### config.mk
export PLATFORM = sky130hd
export DESIGN_NAME = seq_divider
export DESIGN_NICKNAME = d
export VERILOG_FILES = /design/src/rtl/seq_divider.sv
export SDC_FILE = /design/constraint.sdc
export NUM_CORES = 1
export LEC_CHECK = 0
export CORE_ASPECT_RATIO = 0.6
export CORE_UTILIZATION = 46
export CTS_CLUSTER_DIAMETER = 30
export CTS_CLUSTER_SIZE = 12
export DETAILED_ROUTE_END_ITERATION = 8
export PLACE_DENSITY = 0.73
export SLEW_MARGIN = 20
export SYNTH_ARGS = -nofsm -noshare
export SYNTH_HDL_FRONTEND = slang
export SYNTH_SLANG_ARGS = --single-unit
### constraint.sdc
create_clock -name clk -period 2.5 [get_ports clk]
set_input_delay 0.25 -clock clk [delete_from_list [all_inputs] [get_ports clk]]
set_output_delay 0.25 -clock clk [all_outputs]
set_load 0.005 [all_outputs]
### src/rtl/seq_divider.sv
// Sequential radix-2 signed divider. Restoring division on operand magnitudes,
// one quotient bit per clock, with the signs re-applied in a final FIX cycle.
// Quotient truncates toward zero and the remainder takes the sign of the dividend.
module seq_divider #(
    parameter int unsigned N = 8
) (
    input  logic         clk,
    input  logic         rst,
    input  logic         start,
    input  logic [N-1:0] A,
    input  logic [N-1:0] B,
    output logic [N-1:0] Q,
    output logic [N-1:0] R,
    output logic         ready,
    output logic         busy,
    output logic         div_by_zero
);

    localparam int unsigned CW = $clog2(N + 1);
    localparam logic [CW-1:0] LastCnt = CW'(N);

    typedef enum logic [1:0] {
        StIdle,
        StIter,
        StFix,
        StDone
    } state_e;

    state_e         r_state, w_state_nxt;
    logic [CW-1:0]  r_cnt, w_cnt_nxt;
    // The partial remainder never exceeds |B| <= 2^(N-1), so the top bit of the
    // N+1-bit remainder is always zero and is not stored; the shifted value and the
    // trial difference are carried at full N+1 bits.
    logic [N-1:0]   r_p, w_p_nxt;
    logic [N-1:0]   r_m, w_m_nxt;
    logic [N-1:0]   r_b_mag, w_b_mag_nxt;
    logic           r_sign_q, w_sign_q_nxt;
    logic           r_sign_r, w_sign_r_nxt;
    logic [N-1:0]   r_q, w_q_nxt;
    logic [N-1:0]   r_r, w_r_nxt;
    logic           r_ready, w_ready_nxt;
    logic           r_dbz, w_dbz_nxt;

    // Unsigned magnitudes; -2^(N-1) maps to 2^(N-1), which fits N unsigned bits.
    logic [N-1:0]   w_a_mag, w_b_mag;
    logic           w_b_zero;
    logic [N:0]     w_p_sh;
    logic [N:0]     w_t;
    logic [N-1:0]   w_m_sh;

    assign w_a_mag  = A[N-1] ? -A : A;
    assign w_b_mag  = B[N-1] ? -B : B;
    assign w_b_zero = (B == '0);

    // One restoring step: shift {P,M} left by one and trial-subtract |B|.
    assign w_p_sh = {r_p, r_m[N-1]};
    assign w_m_sh = {r_m[N-2:0], 1'b0};
    assign w_t    = w_p_sh - {1'b0, r_b_mag};

    // State and datapath registers with synchronous reset.
    always_ff @(posedge clk) begin
        if (rst) begin
            r_state  <= StIdle;
            r_cnt    <= '0;
            r_p      <= '0;
            r_m      <= '0;
            r_b_mag  <= '0;
            r_sign_q <= 1'b0;
            r_sign_r <= 1'b0;
            r_q      <= '0;
            r_r      <= '0;
            r_ready  <= 1'b0;
            r_dbz    <= 1'b0;
        end else begin
            r_state  <= w_state_nxt;
            r_cnt    <= w_cnt_nxt;
            r_p      <= w_p_nxt;
            r_m      <= w_m_nxt;
            r_b_mag  <= w_b_mag_nxt;
            r_sign_q <= w_sign_q_nxt;
            r_sign_r <= w_sign_r_nxt;
            r_q      <= w_q_nxt;
            r_r      <= w_r_nxt;
            r_ready  <= w_ready_nxt;
            r_dbz    <= w_dbz_nxt;
        end
    end

    // Next-state and datapath update; everything holds unless a state says otherwise.
    always_comb begin
        w_state_nxt  = r_state;
        w_cnt_nxt    = r_cnt;
        w_p_nxt      = r_p;
        w_m_nxt      = r_m;
        w_b_mag_nxt  = r_b_mag;
        w_sign_q_nxt = r_sign_q;
        w_sign_r_nxt = r_sign_r;
        w_q_nxt      = r_q;
        w_r_nxt      = r_r;
        w_ready_nxt  = r_ready;
        w_dbz_nxt    = r_dbz;

        unique case (r_state)
            StIdle, StDone: begin
                if (start) begin
                    if (w_b_zero) begin
                        w_state_nxt = StDone;
                        w_q_nxt     = '1;
                        w_r_nxt     = A;
                        w_ready_nxt = 1'b1;
                        w_dbz_nxt   = 1'b1;
                    end else begin
                        w_state_nxt  = StIter;
                        w_cnt_nxt    = '0;
                        w_p_nxt      = '0;
                        w_m_nxt      = w_a_mag;
                        w_b_mag_nxt  = w_b_mag;
                        w_sign_q_nxt = A[N-1] ^ B[N-1];
                        w_sign_r_nxt = A[N-1];
                        w_ready_nxt  = 1'b0;
                        w_dbz_nxt    = 1'b0;
                    end
                end
            end
            StIter: begin
                // The terminal-count cycle after the N-th step aligns the latency
                // with the multiplier's N+2 edges.
                if (r_cnt == LastCnt) begin
                    w_state_nxt = StFix;
                end else begin
                    w_cnt_nxt = r_cnt + CW'(1);
                    if (!w_t[N]) begin
                        w_p_nxt = w_t[N-1:0];
                        w_m_nxt = {w_m_sh[N-1:1], 1'b1};
                    end else begin
                        w_p_nxt = w_p_sh[N-1:0];
                        w_m_nxt = w_m_sh;
                    end
                end
            end
            StFix: begin
                w_q_nxt     = r_sign_q ? -r_m : r_m;
                w_r_nxt     = r_sign_r ? -r_p : r_p;
                w_ready_nxt = 1'b1;
                w_state_nxt = StDone;
            end
            default: begin
                w_state_nxt = StIdle;
            end
        endcase
    end

    assign Q           = r_q;
    assign R           = r_r;
    assign ready       = r_ready;
    assign div_by_zero = r_dbz;
    assign busy        = (r_state == StIter) || (r_state == StFix);

endmodule

Yosys cells after proc, flatten, opt, wreduce, memory -nomap -nowiden
Cells that the tools add are included.
- register bits after elaboration: 50
- bits in latches: 0
- RAM bits: 0
- memory bits (read-only): 0
- bits of input ports: 19
- word-level logic and storage cells: 71
- memories kept: 0
- add/subtract/negate cells: 6
- multipliers: 0
- div/mod/pow operators: 0
- magnitude comparators: 0
- equality and inequality tests: 9
- shift operators: 0
- mux-type cells: 31
- bitwise gates (word level): 2
- reductions and logical operators: 12
- operators by type and width (operator ; number):
    8-bit 2-to-1 mux ; 15
    8-bit case mux with 2 select lines ; 4
    8-bit negation ; 4
    4-bit 2-to-1 mux ; 3
    2-bit inequality test, second input constant ; 5
    9-bit by 8-bit subtractor with 9-bit output ; 1
    8-bit logical NOT ; 1
    4-bit case mux with 2 select lines ; 1
    2-bit 2-to-1 mux ; 3
    2-bit case mux with 3 select lines ; 1
    2-bit AND reduction ; 3
    3-bit AND reduction ; 2
    4-bit by 1-bit adder with 4-bit output, second input constant ; 1
    2-bit equality test, second input constant ; 2
    4-bit equality test, second input constant ; 1
    4-bit AND reduction ; 1
    2-bit nonzero test ; 2
    1-bit 2-to-1 mux ; 3
    2-bit by 1-bit equality test with 1-bit output, second input constant ; 1
    2-bit logical NOT ; 1
    1-bit case mux with 2 select lines ; 1
    2-bit OR reduction ; 1
    1-bit logical OR ; 1
    1-bit NOT ; 1
    1-bit XOR ; 1

Longest topological paths before layout
- word-level depth: 5
- gate-level depth with buffers: 10
- mapped depth without buffers: 10

Least setup slack after synthesis
OpenSTA, ideal clock, no wires.
- kind: reg2reg
- start: register r_m[7]
- end: register r_p[0]
- setup time: 0.069 ns
- arrival: 2.490 ns
- data required time: 2.431 ns
- slack: -0.058 ns
- stages on the path, launching flop included: 11
- buffers on the path: 0
- clock period less this slack: 2.558 ns
- path through: dfxtp_1 inv_1 ha_1 inv_1 fa_1 a21o_1 a221oi_4 nor3b_2 a211oi_4 mux2_4 o21ai_1
- cells in the longest elaborated chain, start to end: 4
- RTL lines (item ; RTL line ; source):
    start: declaration ; 35 ; logic [N-1:0] r_m, w_m_nxt;
    start signal: assignment ; 78 ; r_m <= w_m_nxt;
    9-bit by 8-bit subtractor with 9-bit output ; 58 ; assign w_t = w_p_sh - {1'b0, r_b_mag};
    8-bit 2-to-1 mux * ; 132 ; if (!w_t[N]) begin
    8-bit 2-to-1 mux * ; 128 ; if (r_cnt == LastCnt) begin
    8-bit case mux with 2 select lines * ; 103 ; unique case (r_state)
    end signal: assignment ; 77 ; r_p <= w_p_nxt;
    end: declaration ; 34 ; logic [N-1:0] r_p, w_p_nxt;
Every way passes the cells marked *; elsewhere a longest branch is shown, timed or not. The select of a mux whose other input is x is not followed.
A chain may end at the register's enable or synchronous reset.

Final worst setup path
Ends and elaborated chain as after synthesis.

==> impl_metrics.yaml <==
global_routing:
  global_route_wire_length_before_repair_mm: 12.0
  first_global_vias: 2438
  grt_max_degree: 42
  track_usage_pct: 22.1
  gr-total-overflow: 0
  grt_antenna_before_repair: 0
synth:
  synth_cells: 369
  async_flop_share_pct: 0
  synth_seq_cells: 50
  syn_area_um2: 3030
  synth-edff-count: 0
  synth-seq-area-share_pct: 33.0
  ys_types: 48
  yosysWarningCount: 0
  average_cell_area_after_synthesis_um2: 8.21
  most_common_flop_cell_mapped_by_yosys: "sky130_fd_sc_hd__dfxtp_1"
  synthesis.nets: 406
pwr:
  leakage_nw: 1.44
  pwr_density_cell_nw_per_um2: 1230
  worst_ir_drop_vdd_uv: 713
  power.total_mw: 4.56
timing:
  fin_crit_ns: 2.42
  max_freq_mhz: 414
  finalMaxSlewViolations: 0
  setup_viol: 0
  hold_viol: 0
  finalClockSkew_ns: 0.00976
  post-route-period-util_pct: 96.6
  grt_setup_unrepaired: "true"
  worst_slew_margin_rel_pct: 46.3
  setup_slack_ns: 0.0848
  timing_worst_slew_pin_value_ns: 0.801
  worst_hold_slack_ns: 0.480
  setup-tns-final_ns: 0
routing:
  firstDrtPassIters: 4
  dr_total_vias: 2616
  drt_iter0_drc: 111
  totalWireLength_mm: 7.12
  drt-vias-per-instance: 5.23
  detail_route.wl_per_cell_um: 14.2
  drtAntennaViolNets: 0
  post_route_drc_violation_count: 0
die:
  ioPinCount: 38
  core_area_um2: 6220
  fp.dieW_um: 107
  initial_utilization_pct: 48.7
  die_area_um2: 6930
  row_count: 22
  die-height_um: 64.9
placement:
  gp_congestion: 0.859
  port-buffer-count: 37
  preCtsSetupSlack_ns: 0.00956
  dp.final_hpwl_mm: 5.49
  place_area_um2: 3580
  numPlacedInstances: 490
hold_path:
  worstHoldPathCells: 2
  type_of_the_worst_min_delay_path: "register to register"
  hold_start: "r_b_mag[7]"
  hold_end: "r_b_mag[7]"
final_layout:
  synthToLayoutAreaGrowth_pct: 22.4
  layout.cells.non_filler: 500
  post-route-cell-area_um2: 3710
  postLayoutCoreUtil_pct: 59.6
  multi_input_area_um2: 1870
  nets: 452
  layout-drive-gt1-share_pct: 11.1
  final.fill_count: 588
  n_antenna_cell: 0
  layout.area.seq_um2: 1000
worst_setup_path:
  worstRegToRegCells: 11
  critical-path-top-delay-family: "compound AO/OA/AOI/OAI gates"
  reg2reg_to: "r_p[0]"
  critPathSlowestCell: "sky130_fd_sc_hd__dfxtp_2"
  r2r_slack_ns: 0.08
  critPathRequiredTime_ns: 2.74
  worstPathMaxFanout: 3
  reg2reg_from: "r_m[7]"
  worstSetupPathDepth: 11
  start_kind: "register"
  highest_cell_delay_on_the_worst_timing_path_ns: 0.35
  path_cells: "inv_2 > ha_4 > inv_1 > fa_2 > a21o_1 > a221oi_4 > nor3b_2 > a211oi_4 > buf_4 > mux2_4 > o21ai_1"
  timing.critical_path.to_type: "register"
  timing_worst_setup_path_type: "register to register"
  timing.critical_path.buf_inv: 3
  worstPathArrival_ns: 2.66
clock_network:
  cts_tree: "built"
  worstSkewPairLatency_ns: 0.31
  root_buffer: "sky130_fd_sc_hd__clkbuf_8"
  deepest_clock_path_buffer_count: 2
  cts_buffers: 5
  clk_pin_slew_ns: 0.10
  cts.htree.levels: 2
  ctsHoldBuffers: 0
  clock_sink_count: 50
run:
  max_cap_viols: 0
run_status:
  status: "complete, no violations"
-- how the worst max path moves through the flow --
stage	start	endpoint
after global placement	B[2]	r_m[4]
after floorplan	r_m[7]	r_p[0]
after global routing	r_m[7]	r_p[0]
final	r_m[7]	r_p[0]
after CTS	r_m[7]	r_p[2]
after detailed placement	B[2]	r_m[2]
-- tightest hold or removal path: stages, from the launching register on --
cell                      delay, ns
sky130_fd_sc_hd__dfxtp_1       0.32
sky130_fd_sc_hd__o21ai_0       0.06
sky130_fd_sc_hd__a21oi_1       0.06
-- cell families (layout without fill, tap and decap cells) --
family | count (synthesis) | after routing | share of synthesized area, %
and+or+nand+nor | 113 | 113 | 16.9
AOI/OAI and AO/OA | 90 | 90 | 20.6
DFF | 50 | 50 | 33.0
buffers and inverters | 47 | 94 | 6.03
xor gates and xnor gates | 31 | 31 | 8.96
muxes | 20 | 20 | 6.77
adders and majority gates | 18 | 18 | 7.68
-- cell usage after synthesis (2+ instances only) --
master	instances	area, um2
sky130_fd_sc_hd__nand2b_1	4	25.0
sky130_fd_sc_hd__o21ai_1	7	35.0
sky130_fd_sc_hd__nor2b_1	4	25.0
sky130_fd_sc_hd__dfxtp_1	50	1000
sky130_fd_sc_hd__nor3_1	4	20.0
sky130_fd_sc_hd__a21boi_0	2	15.0
sky130_fd_sc_hd__o22ai_1	6	37.5
sky130_fd_sc_hd__a21oi_1	12	60.1
sky130_fd_sc_hd__mux2i_1	19	190
sky130_fd_sc_hd__nand4_1	2	12.5
sky130_fd_sc_hd__nand2_1	28	105
sky130_fd_sc_hd__a311oi_1	2	17.5
sky130_fd_sc_hd__o21ai_0	15	75.1
sky130_fd_sc_hd__a21o_1	5	37.5
sky130_fd_sc_hd__nor2_1	56	210
sky130_fd_sc_hd__o21a_1	2	15.0
sky130_fd_sc_hd__or3_1	3	18.8
sky130_fd_sc_hd__ha_1	17	213
sky130_fd_sc_hd__inv_1	27	101
sky130_fd_sc_hd__a31oi_1	3	18.8
sky130_fd_sc_hd__buf_2	5	25.0
sky130_fd_sc_hd__or2_2	3	18.8
sky130_fd_sc_hd__clkbuf_1	15	56.3
sky130_fd_sc_hd__xor2_1	13	114
sky130_fd_sc_hd__o31ai_1	5	37.5
sky130_fd_sc_hd__a211oi_1	18	135
sky130_fd_sc_hd__o41ai_1	4	35.0
sky130_fd_sc_hd__xnor2_1	18	158
-- power by group --
group	internal [mW]	total (mW)	switching, mW
Sequential	1.03	1.28	0.240
Clock	0.223	0.497	0.274
Combinational	1.38	2.79	1.41
Total	2.63	4.56	1.93
-- routing by layer --
metal  wire, um  up-vias  track usage [%]
met1       3900     1184             34.1
met3        406        2             4.23
li1           -     1371                -
met2       2800       59             31.4
met5          0        -                0
met4          8        0             4.11
-- timing repair --
item,4_1_cts,5_1_grt
setup endpoints to repair,0,15
buffers inserted,0,2
resized for setup,0,7
-- state kept, by name (all words and copies together) (netlist names) --
register	cells
r_m	8
r_sign_r	1
R	8
r_sign_q	1
Q	8
r_p	8
ready	1
div_by_zero	1
r_state	2
r_cnt	4
r_b_mag	8
-- area by class of cell --
cell class	instances	area share, %
well taps	84	2.83
clock buffers	6	2.23
clock inverters	2	0.337
inverters	27	2.73
multi-input cells	272	50.3
repair buffers	59	14.5
flip-flops and latches	50	27.0
-- placed cells by master, fill, tap and decap left out, types with 2 or more instances in the layout --
cell,count
sky130_fd_sc_hd__dfxtp_1,48
sky130_fd_sc_hd__inv_1,26
sky130_fd_sc_hd__nand2_1,28
sky130_fd_sc_hd__nor3_1,4
sky130_fd_sc_hd__buf_4,21
sky130_fd_sc_hd__mux2i_1,19
sky130_fd_sc_hd__nor2b_1,4
sky130_fd_sc_hd__clkdlybuf4s50_1,37
sky130_fd_sc_hd__nor2_1,56
sky130_fd_sc_hd__o21ai_0,15
sky130_fd_sc_hd__a31oi_1,3
sky130_fd_sc_hd__xnor2_1,18
sky130_fd_sc_hd__dfxtp_2,2
sky130_fd_sc_hd__nand4_1,2
sky130_fd_sc_hd__o22ai_1,6
sky130_fd_sc_hd__a311oi_1,2
sky130_fd_sc_hd__or3_1,3
sky130_fd_sc_hd__a21o_1,5
sky130_fd_sc_hd__or2_2,3
sky130_fd_sc_hd__nand2b_1,4
sky130_fd_sc_hd__o21ai_1,7
sky130_fd_sc_hd__a211oi_1,18
sky130_fd_sc_hd__a21boi_0,2
sky130_fd_sc_hd__clkbuf_8,6
sky130_fd_sc_hd__o31ai_1,5
sky130_fd_sc_hd__a21oi_1,11
sky130_fd_sc_hd__xor2_1,13
sky130_fd_sc_hd__o21a_1,2
sky130_fd_sc_hd__o41ai_1,4
sky130_fd_sc_hd__ha_1,16
Power figures use the tool's default switching activity.
